### config.mk
export PLATFORM = sky130hd
export DESIGN_NAME = shift_fifo_ctrl
export DESIGN_NICKNAME = d
export VERILOG_FILES = /design/src/rtl/shift_fifo_ctrl.sv
export SDC_FILE = /design/constraint.sdc
export NUM_CORES = 1
export LEC_CHECK = 0
export BUFFER_PORTS_ARGS = -buffer_cell sky130_fd_sc_hd__buf_2
export CAP_MARGIN = 30
export CORE_MARGIN = 2
export CORE_UTILIZATION = 40
export CTS_BUF_LIST = sky130_fd_sc_hd__clkbuf_4
export DETAILED_ROUTE_END_ITERATION = 12
export PLACE_DENSITY = 0.79
export RECOVER_POWER = 25
export SLEW_MARGIN = 0
export SYNTH_ARGS = -nofsm -noshare
export SYNTH_HDL_FRONTEND = slang
export SYNTH_SLANG_ARGS = --single-unit
### constraint.sdc
create_clock -name clk -period 3.9 [get_ports clk]
set_input_delay 0.78 -clock clk [delete_from_list [all_inputs] [get_ports clk]]
set_output_delay 0.78 -clock clk [all_outputs]
set_load 0.1 [all_outputs]
### src/rtl/shift_fifo_ctrl.sv
// Queue controller for a 32-entry addressable shift-register FIFO: tracks occupancy,
// always fetches the oldest entry and presents it on a valid/ready pop port.
// Optional saturating drop counter enabled by defining SHIFT_FIFO_CTRL_DROPCNT_EN.
module shift_fifo_ctrl #(
    parameter int DW    = 32,
    parameter int DEPTH = 32,
    parameter int AW    = 5
) (
    input  logic          clk,
    input  logic          rst,
    input  logic          push_valid,
    input  logic [DW-1:0] push_data,
    output logic          push_ready,
    output logic          pop_valid,
    output logic [DW-1:0] pop_data,
    input  logic          pop_ready,
    input  logic          flush,
    input  logic          ovf_clr,
    output logic [AW:0]   count,
    output logic          full,
    output logic          empty,
    output logic          ovf,
`ifdef SHIFT_FIFO_CTRL_DROPCNT_EN
    output logic [7:0]    drop_cnt,
`endif
    output logic          fifo_wea,
    output logic [DW-1:0] fifo_din,
    output logic [AW-1:0] fifo_addr,
    input  logic [DW-1:0] fifo_dout
);

    typedef enum logic [1:0] {IDLE, FETCH, HOLD} state_t;

    localparam logic [AW:0]   FULL_COUNT = (AW+1)'(DEPTH);
    localparam logic [AW:0]   ONE        = (AW+1)'(1);
    localparam logic [AW-1:0] ONE_AW     = AW'(1);

    state_t        state_q, state_d;
    logic [AW:0]   count_q, count_d;
    logic          pop_valid_q, pop_valid_d;
    logic [DW-1:0] pop_data_q, pop_data_d;
    logic          ovf_q, ovf_d;

    logic          push_fire;
    logic          read_issue;
    logic          drop;
    logic [AW-1:0] count_lo;

    assign full       = (count_q == FULL_COUNT);
    assign empty      = (count_q == '0);
    assign push_ready = !full;
    assign count      = count_q;
    assign pop_valid  = pop_valid_q;
    assign pop_data   = pop_data_q;
    assign ovf        = ovf_q;

    assign push_fire  = push_valid & push_ready;
    assign drop       = push_valid & full;
    assign read_issue = (state_q == IDLE) && (count_q != '0) && !flush;
    assign count_lo   = count_q[AW-1:0];

    assign fifo_wea = push_fire & !flush;
    assign fifo_din = push_data;

    // A push in the issue cycle shifts the oldest entry up by one slot, so read one higher.
    // With count == DEPTH the low bits wrap to 0 and 0 - 1 lands on DEPTH-1 as required.
    always_comb begin
        fifo_addr = '0;
        if (read_issue) begin
            fifo_addr = push_fire ? count_lo : (count_lo - ONE_AW);
        end
    end

    always_comb begin
        state_d     = state_q;
        count_d     = count_q;
        pop_valid_d = pop_valid_q;
        pop_data_d  = pop_data_q;
        ovf_d       = drop ? 1'b1 : (ovf_clr ? 1'b0 : ovf_q);

        if (push_fire && !read_issue) begin
            count_d = count_q + ONE;
        end else if (!push_fire && read_issue) begin
            count_d = count_q - ONE;
        end

        case (state_q)
            IDLE: begin
                if (read_issue) begin
                    state_d = FETCH;
                end
            end
            FETCH: begin
                pop_data_d  = fifo_dout;
                pop_valid_d = 1'b1;
                state_d     = HOLD;
            end
            HOLD: begin
                if (pop_ready) begin
                    pop_valid_d = 1'b0;
                    state_d     = IDLE;
                end
            end
            default: begin
                state_d = IDLE;
            end
        endcase

        // Flush leaves stale words in the FIFO; zero count makes them unreachable.
        if (flush) begin
            state_d     = IDLE;
            count_d     = '0;
            pop_valid_d = 1'b0;
            pop_data_d  = pop_data_q;
        end
    end

    always_ff @(posedge clk) begin
        if (rst) begin
            state_q     <= IDLE;
            count_q     <= '0;
            pop_valid_q <= 1'b0;
            pop_data_q  <= '0;
            ovf_q       <= 1'b0;
        end else begin
            state_q     <= state_d;
            count_q     <= count_d;
            pop_valid_q <= pop_valid_d;
            pop_data_q  <= pop_data_d;
            ovf_q       <= ovf_d;
        end
    end

`ifdef SHIFT_FIFO_CTRL_DROPCNT_EN
    logic [7:0] drop_cnt_q, drop_cnt_d;

    // A drop coinciding with a clear counts as the first drop after the clear.
    always_comb begin
        drop_cnt_d = drop_cnt_q;
        if (ovf_clr) begin
            drop_cnt_d = drop ? 8'd1 : 8'd0;
        end else if (drop && (drop_cnt_q != 8'hFF)) begin
            drop_cnt_d = drop_cnt_q + 8'd1;
        end
    end

    always_ff @(posedge clk) begin
        if (rst) begin
            drop_cnt_q <= 8'd0;
        end else begin
            drop_cnt_q <= drop_cnt_d;
        end
    end

    assign drop_cnt = drop_cnt_q;
`endif

endmodule

==> flow_metrics.py, run 1 <==
metrics = {
    "run_status": {
        "outcome": "complete, but fails checks",
        "failed_checks": "capacitance limit, slew limit",
    },
    "cts": {
        "cts_buffers": 5,
        "cts_tree": "built",
        "clk_pin_slew_ps": 130,
        "clkLatencyLatePin_ps": 350,
        "cts.sinks": 42,
        "h-tree-depth": 2,
        "cts_root_buffer": "clkbuf_4",
        "cts.path.max_buffers": 2,
        "cts_setup_buffers": 0,
    },
    "timing": {
        "worst_slew_pin_slew_ps": 1510,
        "fin_crit_sh_pct": 95.4,
        "fmax_ghz": 0.269,
        "setup_viol": 0,
        "layout_min_cycle_time_ps": 3720,
        "slew-limit-headroom_pct": -0.726,
        "layout_setup_ws_ps": 180,
        "finalHoldViolations": 0,
        "skew_ps": 13.8,
        "slew_violations": 36,
    },
    "placed_design": {
        "routabilityCongestion": 0.862,
        "dpl.cell_count": 384,
        "dpl.hpwl_um": 3470,
        "io_buffers": 86,
        "dp_slack_ps": 494,
    },
    "detailed_routing": {
        "drt_iter0_drc": 90,
        "first_pass_iters": 4,
        "postRouteAntennaNets": 0,
        "via_per_inst": 4.76,
        "drt-met1-wl_um": 2030,
        "post-route-drc-count": 0,
        "wl_met3_um": 520,
        "routed-wl-met2_um": 2050,
        "wl_per_cell_um": 11.9,
        "vias": 1867,
        "totalWireLength_um": 4680,
        "routed.top_layer": "met4",
    },
    "synthesis": {
        "synth-edff-count": 0,
        "ys_top_cells_by_count": "nand2_1 (75), dfxtp_1 (42), a21oi_1 (39)",
        "synth_fp_nets": 348,
        "synthTopCellsByArea": "dfxtp_1 (41%), nand2_1 (14%), buf_4 (12%)",
        "synth_cell_types": 34,
        "syn_inst": 271,
        "synth_top_area_share_pct": 40.7,
        "avgSynthCellArea_um2": 7.62,
        "ys_seq_area_share_pct": 40.7,
        "synth-seq-cells": 42,
        "synthesis.area_um2": 2060,
        "synthArstFlopShare_pct": 0,
        "ys.flop_type": "dfxtp_1",
        "ys_warn_count": 0,
        "yosysMostFrequentCell": "nand2_1",
        "yosys.area.top_type": "dfxtp_1",
    },
    "worst_setup_path": {
        "arrival_ps": 2940,
        "critPathKind": "flip-flop to primary output",
        "worstPathRequired_ps": 3120,
        "critPathLaunchType": "flip-flop",
        "crit_path_end_kind": "primary output",
        "rrSetupSlack_ps": 760,
        "cp_max_fo": 6,
    },
    "finish": {
        "area_delta_synth_final_pct": 18.7,
        "nFillCells": 528,
        "drive_gt1_share_pct": 31.4,
        "final_cells": 392,
        "n_antenna_cell": 0,
        "nets": 398,
    },
    "grt": {
        "grt_max_degree": 36,
        "grt_pass1_vias": 1770,
        "overflow": 0,
        "grt_pass1_wl_um": 7610,
        "antenna_found_initial": 1,
        "grt_usage_pct": 17.2,
    },
    "run": {
        "drv_cap": 1,
    },
    "floorplanning": {
        "dieArea_um2": 5750,
        "die_width_um": 75.8,
        "core.rowCount": 26,
        "coreArea_um2": 5040,
        "ios": 151,
        "start_util_pct": 40.9,
        "die_height_um": 75.8,
    },
    "power": {
        "power_density_nw_per_um2": 870,
        "power_mw": 2.13,
        "power.leakage_nw": 1.13,
        "ir_worst_vdd_v": 0.000712,
    },
    "worst_hold_path": {
        "hold_class": "flip-flop to flip-flop",
    },
}
per-layer routing:
layer | up-vias | track usage, %
met4 | 0 | 6.04
met3 | 9 | 7.94
met2 | 77 | 28.4
met1 | 830 | 19.6
li1 | 951 | -
met5 | - | 0
final timing paths:
path / start / endpoint / cells after the start
worst max-delay path: count[0] / fifo_addr[3] / 8
worst min-delay path: pop_data[5] / pop_data[5] / 2
worst max register to register: count[0] / count[3] / 12
worst min register to register: pop_data[5] / pop_data[5] / 2
cell usage in the layout (no fill, tap or decap), types with 2 or more instances in the layout:
cell type   n
a21oi_1    39
buf_2      84
clkbuf_4    6
clkinv_2    2
dfxtp_1    42
ha_1        6
inv_1      10
mux2i_1     2
nand2_1    75
nand3_1     2
nor2_1     18
nor3_1      3
o21ai_0     3
or4_1       2
xnor2_1     2
xor2_1      2
flip-flops by register name, indices dropped and copies added, names as in the netlist:
name and flops:
count 6, ovf 1, pop_data 32, pop_valid 1, state_q 2
critical path, cell delays in order, from the launching register on:
cell,delay [ps]
dfxtp_1,400
inv_1,120
ha_1,240
or4b_1,470
o21ai_2,250
inv_2,90
or4_1,480
mux2i_4,180
clkbuf_4,350
power breakdown:
| group | switching, mW | total (mW) | internal [mW] |
|---|---|---|---|
| Combinational | 1.02 | 1.32 | 0.295 |
| Clock | 0.143 | 0.276 | 0.133 |
| Sequential | 0.0635 | 0.539 | 0.475 |
what timing repair did:
| action | CTS | global route |
|---|---|---|
| setup endpoints to repair | 0 | 1 |
| resized for setup | 0 | 1 |
| hold buffers | 0 | 0 |
through the flow:
stage	hold WS [ps]	TNS [ps]	cell area, µm²	util, %
final	457	0	2450	48.6
after global routing	485	-0.543	2450	48.6
after global placement	438	0	2330	46.2
after CTS	460	0	2450	48.6
after detailed placement	443	0	2370	47.0
after floorplan	527	-599	2100	-
kinds of logic after synthesis:
group | synth area share, %
flip-flops | 40.7
AO/OA/AOI/OAI | 14.1
multiplexers | 1.45
adder cells (fa/ha/maj) | 4.61
buffers and inverters | 16.0
XOR/XNOR | 1.70
AND/OR/NAND/NOR | 21.4
layout make-up:
class                   count  area, µm²  share of cell area (%)
multi-input cells         173        928                    37.9
clock inverters             3       40.0                    1.63
inverters                  11       41.3                    1.69
well taps                  70       87.6                    3.58
repair buffers             88        474                    19.4
clock buffers               5       37.5                    1.53
flip-flops and latches     42        841                    34.3
Note: power is estimated with default switching activity, not from simulation.
==> inputs of run 2 (changes only) <==
--- a/config.mk
+++ b/config.mk
@@ -7,7 +7,7 @@
 export LEC_CHECK = 0
 export BUFFER_PORTS_ARGS = -buffer_cell sky130_fd_sc_hd__buf_2
 export CAP_MARGIN = 30
-export CORE_MARGIN = 2
+export CORE_MARGIN = 4
 export CORE_UTILIZATION = 40
 export CTS_BUF_LIST = sky130_fd_sc_hd__clkbuf_4
 export DETAILED_ROUTE_END_ITERATION = 12
==> run 2 against run 1 <==
The run still ends with capacitance limit, slew limit left. Clock-buffer cell count unchanged. Setup slack improved by 1.7 ps. Critical path depth unchanged. Hold slack improved by 2.5 ps. Non-clock buffer count unchanged. Maximum frequency about the same. Sequential cell count unchanged. First-iteration DRC count decreased by 4.4%. Sequential share of layout area increased by 0.35 points. Via count decreased by 0.11%. Critical endpoint unchanged. Highest routed layer unchanged.
==> flow_metrics.py, run 2 (synthesis gave the netlist of run 1 again) <==
metrics = {
    "run_status": {
        "outcome": "complete, but fails checks",
        "failed_checks": "capacitance limit, slew limit",
    },
    "detailed_routing": {
        "first_pass_iters": 4,
        "drt_iter0_drc": 86,
        "vias": 1865,
        "postRouteAntennaNets": 0,
        "post-route-drc-count": 0,
        "via_per_inst": 4.79,
        "wl_per_cell_um": 12.4,
        "totalWireLength_um": 4840,
    },
    "grt": {
        "gr-usage-met2_pct": 26.6,
        "grt_use_met1_pct": 18.0,
        "grt_pass1_vias": 1718,
        "grt.met3_usage_pct": 4.51,
        "busiest_layer": "met2",
        "overflow": 0,
        "grt_max_degree": 36,
        "antenna_found_initial": 0,
        "grt_usage_pct": 15.2,
        "grt_pass1_wl_um": 7860,
    },
    "worst_setup_path": {
        "critPathKind": "flip-flop to primary output",
        "crit_path_end_kind": "primary output",
        "rrSetupSlack_ps": 650,
        "rr_endpoint": "count[3]",
        "worstPathRequired_ps": 3120,
        "rr_startpoint": "count[0]",
        "critPathLaunchType": "flip-flop",
        "arrival_ps": 2940,
        "r2r_cells": 12,
        "cp_max_fo": 6,
    },
    "worst_hold_path": {
        "hold_class": "flip-flop to flip-flop",
        "hold_path_end": "pop_data[2]",
        "hold_start": "pop_data[2]",
        "min_path_cells": 2,
    },
    "finish": {
        "multiInputGateArea_um2": 928,
        "mostFrequentLayoutCells": "buf_2 (84), nand2_1 (75), dfxtp_1 (42)",
        "drive_gt1_share_pct": 31.4,
        "postLayoutCoreUtil_pct": 50.0,
        "nets": 398,
        "design_area_um2": 2420,
        "area_delta_synth_final_pct": 17.5,
        "layout_commonest_cell": "buf_2",
        "seqCellArea_um2": 841,
        "n_antenna_cell": 0,
        "largest_reg_flops": 32,
        "nFillCells": 495,
    },
    "power": {
        "p_clk_share_pct": 10.5,
        "swShare_pct": 59.5,
        "pwr-share-seq_pct": 25.8,
        "ir_worst_vdd_v": 0.000533,
        "p_int_uw": 841,
        "power.leakage_nw": 1.12,
        "combinationalPowerShare_pct": 63.7,
        "p_sw_mw": 1.24,
        "power_mw": 2.08,
        "power_density_nw_per_um2": 856,
    },
    "cts": {
        "cts_buffers": 5,
        "h-tree-depth": 2,
        "cts_tree": "built",
        "cts_root_buffer": "clkbuf_4",
        "clkLatencyLatePin_ps": 340,
        "cts.path.max_buffers": 2,
        "postCtsHoldBufs": 0,
        "cts.sinks": 42,
        "clk_pin_slew_ps": 130,
    },
    "timing": {
        "layout_min_cycle_time_ps": 3720,
        "fin_crit_sh_pct": 95.3,
        "worst_slew_pin_slew_ps": 1610,
        "slew_violations": 36,
        "layout_setup_ws_ps": 182,
        "grt_setup_unrepaired": "false",
        "skew_ps": 11.4,
        "finalHoldViolations": 0,
        "slew-limit-headroom_pct": -7.06,
        "fmax_ghz": 0.269,
        "setup_viol": 0,
        "fin_hold_ws_ps": 459,
    },
    "placed_design": {
        "dp_slack_ps": 482,
        "place_area_um2": 2370,
        "dpl.hpwl_um": 3530,
        "routabilityCongestion": 0.804,
        "io_buffers": 86,
    },
    "floorplanning": {
        "coreArea_um2": 4850,
        "start_util_pct": 42.6,
        "core.rowCount": 25,
        "die_width_um": 79.8,
        "dieArea_um2": 6370,
        "die_height_um": 79.8,
        "ios": 151,
    },
    "run": {
        "drv_cap": 1,
    },
}
==> run 2: layer usage <==
metal | wire, µm | up-vias
met5 | 0 | -
met4 | 26 | 0
met3 | 328 | 4
li1 | - | 954
met1 | 2080 | 838
met2 | 2410 | 69
==> run 2: worst max-delay path, cell delays in order, from the launching register on <==
cell,delay [ps]
dfxtp_1,400
inv_1,120
ha_1,270
or4b_1,480
o21ai_2,260
inv_2,80
or4_1,470
mux2i_4,170
clkbuf_4,340
==> run 2: worst max path at each step <==
stage	from	to	slack, ps	cells past startpoint
6_report	count[0]	fifo_addr[3]	180	8
5_1_grt	count[0]	fifo_addr[3]	20	8
4_1_cts	count[0]	fifo_addr[3]	60	8
3_5_place_dp	count[0]	fifo_addr[3]	480	8
3_3_place_gp	count[0]	fifo_addr[3]	580	8
2_1_floorplan	count[0]	fifo_addr[2]	-250	6
==> run 2: through the flow <==
stage                     setup TNS [ps]  std cells
after CTS                              0        389
after global routing                   0        389
after detailed placement               0        381
final                                  0        389
after floorplan                     -599        271
after global placement                 0        379
==> run 2: cell type report <==
cell class,instances,share of cell area [%]
Timing Repair Buffer,88,19.6
Inverter,11,1.70
Clock inverter,3,0.774
Sequential cell,42,34.7
Tap cell,67,3.46
Clock buffer,5,1.55
Multi-Input combinational cell,173,38.3
==> run 2: what timing repair did <==
action | CTS | global route
setup buffers | 0 | 0
resized for setup | 0 | 1
endpoints found under the setup margin | 0 | 1
==> run 2: power by group through the flow <==
stage	Sequential [mW]	Clock, mW	Combinational [mW]
6_report	0.535	0.218	1.32
5_1_grt	0.546	0.251	1.40
4_1_cts	0.535	0.231	1.32
3_5_place_dp	0.545	0	1.32
3_3_place_gp	0.541	0	1.29
2_1_floorplan	0.843	0	0.971
==> inputs of run 3 (changes only) <==
==> constraint.sdc (replaced) <==
create_clock -name clk -period 4.01 [get_ports clk]
set_input_delay 0.802 -clock clk [delete_from_list [all_inputs] [get_ports clk]]
set_output_delay 0.802 -clock clk [all_outputs]
set_load 0.1 [all_outputs]
==> run 3 against run 2 <==
Sequential cell count is the same. Global-route usage grew 0.45 points. Sequential power shrank 3%. Clock skew shrank 3.6 ps. The run still ends with capacitance limit, slew limit left.
==> flow_metrics.py, run 3 (synthesis gave the netlist of run 1 again) <==
metrics = {
    "power": {
        "power_density_nw_per_um2": 868,
        "swShare_pct": 56.1,
        "power.leakage_nw": 1.14,
        "p_clk_share_pct": 15.8,
        "ir_worst_vdd_v": 0.000653,
        "pwr-share-seq_pct": 24.3,
        "combinationalPowerShare_pct": 59.9,
        "p_int_uw": 942,
        "power_mw": 2.15,
        "p_sw_mw": 1.20,
    },
    "worst_hold_path": {
        "min_path_cells": 2,
        "hold_start": "pop_data[1]",
        "hold_class": "flip-flop to flip-flop",
        "hold_path_end": "pop_data[1]",
    },
    "finish": {
        "nets": 398,
        "final_cells": 389,
        "drive_gt1_share_pct": 31.4,
        "design_area_um2": 2470,
        "largest_reg_flops": 32,
        "layout_commonest_cell": "buf_2",
        "mostFrequentLayoutCells": "buf_2 (85), nand2_1 (75), dfxtp_1 (42)",
        "area_delta_synth_final_pct": 19.8,
        "n_antenna_cell": 0,
    },
    "placed_design": {
        "io_buffers": 86,
        "dpl.cell_count": 381,
        "dpl.hpwl_um": 3580,
        "routabilityCongestion": 0.808,
        "place_area_um2": 2370,
    },
    "floorplanning": {
        "core.rowCount": 25,
        "die_height_um": 79.8,
        "ios": 151,
        "die_width_um": 79.8,
        "start_util_pct": 42.6,
        "coreArea_um2": 4850,
        "dieArea_um2": 6370,
    },
    "cts": {
        "clk_pin_slew_ps": 130,
        "cts_buffers": 5,
        "h-tree-depth": 2,
        "clkLatencyLatePin_ps": 350,
        "cts_resized": 0,
        "cts_tree": "built",
        "cts_setup_buffers": 0,
        "cts.sinks": 42,
        "cts.path.max_buffers": 2,
        "postCtsHoldBufs": 0,
        "cts_root_buffer": "clkbuf_4",
    },
    "detailed_routing": {
        "totalWireLength_um": 4840,
        "first_pass_iters": 4,
        "vias": 1876,
        "wl_per_cell_um": 12.4,
        "drt_iter0_drc": 77,
        "post-route-drc-count": 0,
        "via_per_inst": 4.82,
        "postRouteAntennaNets": 0,
    },
    "timing": {
        "fin_crit_sh_pct": 96.2,
        "worst_slew_pin_slew_ps": 1540,
        "finalHoldViolations": 0,
        "fmax_ghz": 0.259,
        "slew-limit-headroom_pct": -2.39,
        "setup_viol": 0,
        "slew_violations": 36,
        "grt_setup_unrepaired": "false",
        "tns_ps": 0,
        "skew_ps": 7.79,
        "layout_min_cycle_time_ps": 3860,
    },
    "grt": {
        "grt_max_degree": 36,
        "grt_pass1_wl_um": 8000,
        "grt_usage_pct": 15.7,
        "overflow": 0,
        "grt_pass1_vias": 1782,
        "antenna_found_initial": 0,
    },
    "worst_setup_path": {
        "rr_startpoint": "count[0]",
        "cp_max_fo": 6,
        "crit_path_end_kind": "primary output",
        "worstPathRequired_ps": 3210,
        "rr_endpoint": "count[3]",
        "critPathKind": "flip-flop to primary output",
        "r2r_cells": 12,
        "critPathLaunchType": "flip-flop",
        "rrSetupSlack_ps": 790,
        "arrival_ps": 3060,
    },
    "run_status": {
        "failed_checks": "capacitance limit, slew limit",
        "outcome": "complete, but fails checks",
    },
    "run": {
        "drv_cap": 1,
    },
}
==> run 3: cell types whose count changed in the layout (fill, tap and decap cells not counted) <==
cell	previous run	this run
clkinv_2	2	0
clkinv_4	0	1
bufinv_16	0	2
buf_2	84	85
clkbuf_4	6	5
inv_6	1	0
==> run 3: worst max path at each step <==
stage / slack, ps / from / end
global placement: 670 / count[0] / fifo_addr[3]
CTS: 140 / count[0] / fifo_addr[3]
detailed placement: 580 / count[0] / fifo_addr[3]
floorplan: -160 / count[0] / fifo_addr[2]
global route: 20 / count[0] / fifo_addr[3]
finish: 150 / count[0] / fifo_addr[3]
==> run 3: per-stage QoR <==
step                utilization [%]  hold WS (ps)  worst slack (ps)
finish                         51.0           457               153
global route                   51.0           474              15.6
CTS                            51.0           461               139
detailed placement             48.8           444               578
global placement               47.9           439               665
floorplan                         -           527              -162
==> run 3: worst max-delay path, cell delays in order (launching register included) <==
cell and delay (ps):
dfxtp_1 400, inv_1 130, ha_1 250, or4b_1 480
o21ai_2 270, inv_2 90, or4_1 470, mux2i_4 170
buf_2 440
==> run 3: layer usage <==
layer	global-route usage, %	wire (µm)
met3	4.06	365
met4	6.25	85
met1	18.4	2030
met2	27.0	2360
met5	0	0
==> run 3: cell type report <==
cell class                      count  area, µm²
Clock buffer                        5       37.5
Clock inverter                      3       68.8
Fill cell                         491       2380
Inverter                           11       41.3
Multi-Input combinational cell    173        928
Sequential cell                    42        841
Tap cell                           67       83.8
Timing Repair Buffer               88        472
==> run 3: power by group through the flow <==
stage	clock network [mW]	registers (mW)	logic (mW)
global route	0.368	0.530	1.37
global placement	0	0.526	1.26
finish	0.339	0.521	1.29
floorplan	0	0.820	0.944
CTS	0.352	0.521	1.29
detailed placement	0	0.530	1.28
